### config.mk
export PLATFORM = sky130hd
export DESIGN_NAME = fetch_stage
export DESIGN_NICKNAME = d
export VERILOG_FILES = /design/src/rtl/fetch_stage.sv
export SDC_FILE = /design/constraint.sdc
export NUM_CORES = 1
export LEC_CHECK = 0
export BUFFER_PORTS_ARGS = -buffer_cell sky130_fd_sc_hd__buf_2
export CAP_MARGIN = 40
export CORE_AREA = 2 2 166 168
export DETAILED_ROUTE_END_ITERATION = 8
export DIE_AREA = 0 0 168 170
export SKIP_CTS_REPAIR_TIMING = 1
export SYNTH_ARGS = -nofsm -noshare
export SYNTH_HDL_FRONTEND = slang
export SYNTH_SLANG_ARGS = --single-unit
### constraint.sdc
create_clock -name CLK -period 4.3 [get_ports CLK]
set_input_delay 0.215 -clock CLK [delete_from_list [all_inputs] [get_ports CLK]]
set_output_delay 0.215 -clock CLK [all_outputs]
set_load 0.02 [all_outputs]
### src/rtl/fetch_stage.sv
// LEGv8 instruction-fetch stage: PC register, IF/ID pipeline register and fetch counter.
// Optional static branch prediction is enabled by defining FETCH_PREDICT_BTFN_EN.
module fetch_stage #(
   parameter int unsigned RESET_PC_W = 64,
   parameter int unsigned INSTR_W    = 32
) (
   input  logic                  CLK,
   input  logic                  Reset_L,
   input  logic [RESET_PC_W-1:0] startPC,
   input  logic                  stall,
   input  logic                  redirect,
   input  logic [RESET_PC_W-1:0] redirectPC,
   output logic [RESET_PC_W-1:0] iMemAddr,
   input  logic [INSTR_W-1:0]    iMemData,
   output logic [RESET_PC_W-1:0] FetchedPC,
   output logic [RESET_PC_W-1:0] ifid_pc,
   output logic [INSTR_W-1:0]    ifid_instr,
   output logic                  ifid_valid,
   output logic                  ifid_predTaken,
   output logic [31:0]           fetchCount
);

   logic [RESET_PC_W-1:0] pc_q;
   logic [RESET_PC_W-1:0] ifid_pc_q;
   logic [INSTR_W-1:0]    ifid_instr_q;
   logic                  ifid_valid_q;
   logic                  ifid_pred_q;
   logic [31:0]           fetch_count_q;

   logic [RESET_PC_W-1:0] next_pc;
   logic                  pred_taken;

`ifdef FETCH_PREDICT_BTFN_EN
   logic                  is_b;
   logic                  is_cb_back;
   logic [RESET_PC_W-1:0] b_off;
   logic [RESET_PC_W-1:0] cb_off;

   // B/BL always taken; CBZ/CBNZ taken only when the offset is negative (backward).
   always_comb begin
      is_b       = (iMemData[31:26] == 6'b000101) || (iMemData[31:26] == 6'b100101);
      is_cb_back = (iMemData[31:25] == 7'b1011010) && iMemData[23];
      b_off      = {{(RESET_PC_W - 28){iMemData[25]}}, iMemData[25:0], 2'b00};
      cb_off     = {{(RESET_PC_W - 21){iMemData[23]}}, iMemData[23:5], 2'b00};
      pred_taken = is_b || is_cb_back;
      next_pc    = pc_q + RESET_PC_W'(4);
      if (is_b) begin
         next_pc = pc_q + b_off;
      end else if (is_cb_back) begin
         next_pc = pc_q + cb_off;
      end
   end
`else
   always_comb begin
      pred_taken = 1'b0;
      next_pc    = pc_q + RESET_PC_W'(4);
   end
`endif

   always_ff @(posedge CLK) begin
      if (!Reset_L) begin
         pc_q          <= startPC;
         ifid_pc_q     <= '0;
         ifid_instr_q  <= '0;
         ifid_valid_q  <= 1'b0;
         ifid_pred_q   <= 1'b0;
         fetch_count_q <= '0;
      end else if (redirect) begin
         // Redirect wins over stall so a resolved branch is never lost.
         pc_q          <= redirectPC;
         ifid_valid_q  <= 1'b0;
         ifid_pred_q   <= 1'b0;
      end else if (!stall) begin
         pc_q          <= next_pc;
         ifid_pc_q     <= pc_q;
         ifid_instr_q  <= iMemData;
         ifid_valid_q  <= 1'b1;
         ifid_pred_q   <= pred_taken;
         fetch_count_q <= fetch_count_q + 32'd1;
      end
   end

   assign iMemAddr       = pc_q;
   assign FetchedPC      = pc_q;
   assign ifid_pc        = ifid_pc_q;
   assign ifid_instr     = ifid_instr_q;
   assign ifid_valid     = ifid_valid_q;
   assign ifid_predTaken = ifid_pred_q;
   assign fetchCount     = fetch_count_q;

endmodule

==> flow_metrics.env <==
export IMPL_numCtsBuffers=17
export IMPL_cp_end_kind="flip-flop"
export IMPL_power_leakage_nw=5.22
export IMPL_dieArea_um2=28600
export IMPL_finalWorstSetupSlack_ps=1440
export IMPL_via_per_inst=5.15
export IMPL_power_density_nw_per_um2=386
export IMPL_synth_cell_types=54
export IMPL_synth_most_common_cell="nand2_1"
export IMPL_arrival_ps=3060
export IMPL_syn_nets=1293
export IMPL_cts_max_level=4
export IMPL_rows=60
export IMPL_areaGrowthSynthToFinish_pct=26.6
export IMPL_rsz0062_at_grt="no"
export IMPL_report_final_hold_viol_count=0
export IMPL_ir_drop_mv=0.275
export IMPL_fp_coreArea_um2=26700
export IMPL_layout_drive_gt1_share_pct=33.9
export IMPL_max_cap_violations=0
export IMPL_ios=422
export IMPL_ant_nets=0
export IMPL_die_x_um=168
export IMPL_setup_viol=0
export IMPL_crit_fanout=12
export IMPL_drc=0
export IMPL_drtIter0Drc=642
export IMPL_synth_main_ff_cell="dfxtp_1"
export IMPL_synth_edff_count=64
export IMPL_yosysTopAreaCellShare_pct=26.8
export IMPL_syn_inst=1127
export IMPL_ys_ff_latch=193
export IMPL_fin_skew_ps=18.8
export IMPL_numPortBuffers=420
export IMPL_clk_latency_ps=450
export IMPL_gp_congestion=0.828
export IMPL_cts_sinks=193
export IMPL_whs_ps=3.60
export IMPL_initial_utilization_pct=36.2
export IMPL_clockBufferDepth=2
export IMPL_regArea_um2=4500
export IMPL_cts_tree="built"
export IMPL_die_h_um=170
export IMPL_start_kind="flip-flop"
export IMPL_grt_pass1_wl_mm=50.2
export IMPL_hpwl_mm=24.6
export IMPL_cp_required_ps=4500
export IMPL_synth_common_cells="245 x nand2_1, 129 x dfxtp_1, 113 x a21oi_1"
export IMPL_netlist_top_cells_area="dfxtp_1 27%, edfxtp_1 20%, nand2_1 9.5%, a21oi_1 5.9%, buf_4 5.1%"
export IMPL_routedWlPerCell_um=18.6
export IMPL_async_flop_share_pct=0
export IMPL_rrSetupSlack_ps=1440
export IMPL_post_synth_cell_area_avg_um2=8.55
export IMPL_placement_cell_area_um2=11600
export IMPL_routed_wl_mm=33.4
export IMPL_yosysWarningCount=0
export IMPL_drv_slew=0
export IMPL_grtUsageTotal_pct=22.6
export IMPL_worstMarginPinSlew_ps=836
export IMPL_vias=9261
export IMPL_max_freq_mhz=350
export IMPL_antenna_found_initial=6
export IMPL_period_share_pct=66.5
export IMPL_dp_slack_ps=1460
export IMPL_nets=1609
export IMPL_fillerInstances=2760
export IMPL_ys_seq_area_share_pct=46.7
export IMPL_root_buffer="clkbuf_16"
export IMPL_final_util_pct=45.8
export IMPL_grt_pass1_vias=8678
export IMPL_min_path_type="input pin to flip-flop"
export IMPL_grt_max_degree=71
export IMPL_yosysTopAreaCell="dfxtp_1"
export IMPL_design_area_um2=12200
export IMPL_multi_input_area_um2=4300
export IMPL_outcome="completed"
export IMPL_fin_setup_tns_ps=0
export IMPL_path_clk_slew_ps=90
export IMPL_period_needed_ps=2860
export IMPL_relSlewSlack_pct=44.2
export IMPL_grt_overflow_total=0
export IMPL_drtPass1Iterations=5
export IMPL_path_class="flip-flop to flip-flop"
export IMPL_syn_area_um2=9640
## logic make-up after synthesis
group / after synthesis / share of synthesized area, %
compound gates: 240 / 14.6
xor+xnor: 70 / 6.36
fa+ha+maj: 2 / 0.260
buf+inv: 156 / 8.81
flops: 193 / 46.7
mux: 12 / 1.39
other cells: 1 / 0.0389
simple gates: 453 / 21.8
## routing by layer
metal | global-route usage (%) | share of wire, % | vias to the layer above
li1 | - | - | 4494
met1 | 29.1 | 42 | 4319
met2 | 38.0 | 48 | 400
met5 | 0 | 0.099 | -
met4 | 6.12 | 1.9 | 4
met3 | 5.35 | 7.5 | 44
## cell type report
class                   instances  area share (%)
well taps                     341            3.50
diodes                          2          0.0410
inverters                      17           0.564
flip-flops and latches        193            36.9
multi-input cells             778            35.3
repair buffers                436            18.7
clock buffers                  17            3.49
clock inverters                15            1.53
## placed cells by master (no fill, tap or decap), types with 11 or more instances in the layout
cell type | Yosys | routed
nor3_1 | 25 | 25
and3_1 | 13 | 13
nor4_1 | 17 | 17
buf_4 | 65 | 13
nand3_1 | 30 | 30
dfxtp_1 | 129 | 129
xor2_1 | 29 | 29
or3_1 | 11 | 11
mux2_2 | 11 | 11
nand4_1 | 27 | 27
buf_2 | 4 | 420
o21ai_0 | 61 | 61
inv_1 | 16 | 16
a22oi_1 | 22 | 22
nor2_1 | 50 | 48
a21oi_1 | 113 | 113
and4_1 | 13 | 13
o2bb2ai_1 | 17 | 17
edfxtp_1 | 64 | 64
clkbuf_16 | 0 | 17
nand2_1 | 245 | 244
xnor2_1 | 41 | 41
## worst max-delay path, stage by stage (launching register included)
cell and delay, ps:
edfxtp_1 500, ha_1 250, and4_1 280, nand4_1 110
buf_4 210, or4_1 650, o41a_1 390, nor3_2 150
o2bb2ai_1 90
## path summary, 6_finish.rpt
check / end / cells after the start / from
hold reg to reg: ifid_pc[4] / 2 / ifid_pc[4]
setup reg to reg: FetchedPC[46] / 8 / FetchedPC[2]
setup / recovery: FetchedPC[46] / 8 / FetchedPC[2]
hold / removal: ifid_instr[20] / 3 / iMemData[20]
## report_power, final
group          switching, mW  total (mW)  internal, mW
clock network          0.873        1.68         0.803
registers              0.180        2.19          2.02
logic                  0.533       0.842         0.309
## through the flow
step,total power [mW],std cells
final,4.71,1799
after floorplan,2.78,1127
after global routing,4.92,1799
after CTS,4.76,1797
after global placement,3.07,1762
after detailed placement,3.09,1765
## flip-flops by register name, indices dropped and copies added, names as in the netlist
| register | count |
|---|---|
| FetchedPC | 64 |
| fetchCount | 32 |
| ifid_instr | 32 |
| ifid_pc | 64 |
| ifid_valid | 1 |
Power figures use the tool's default switching activity.
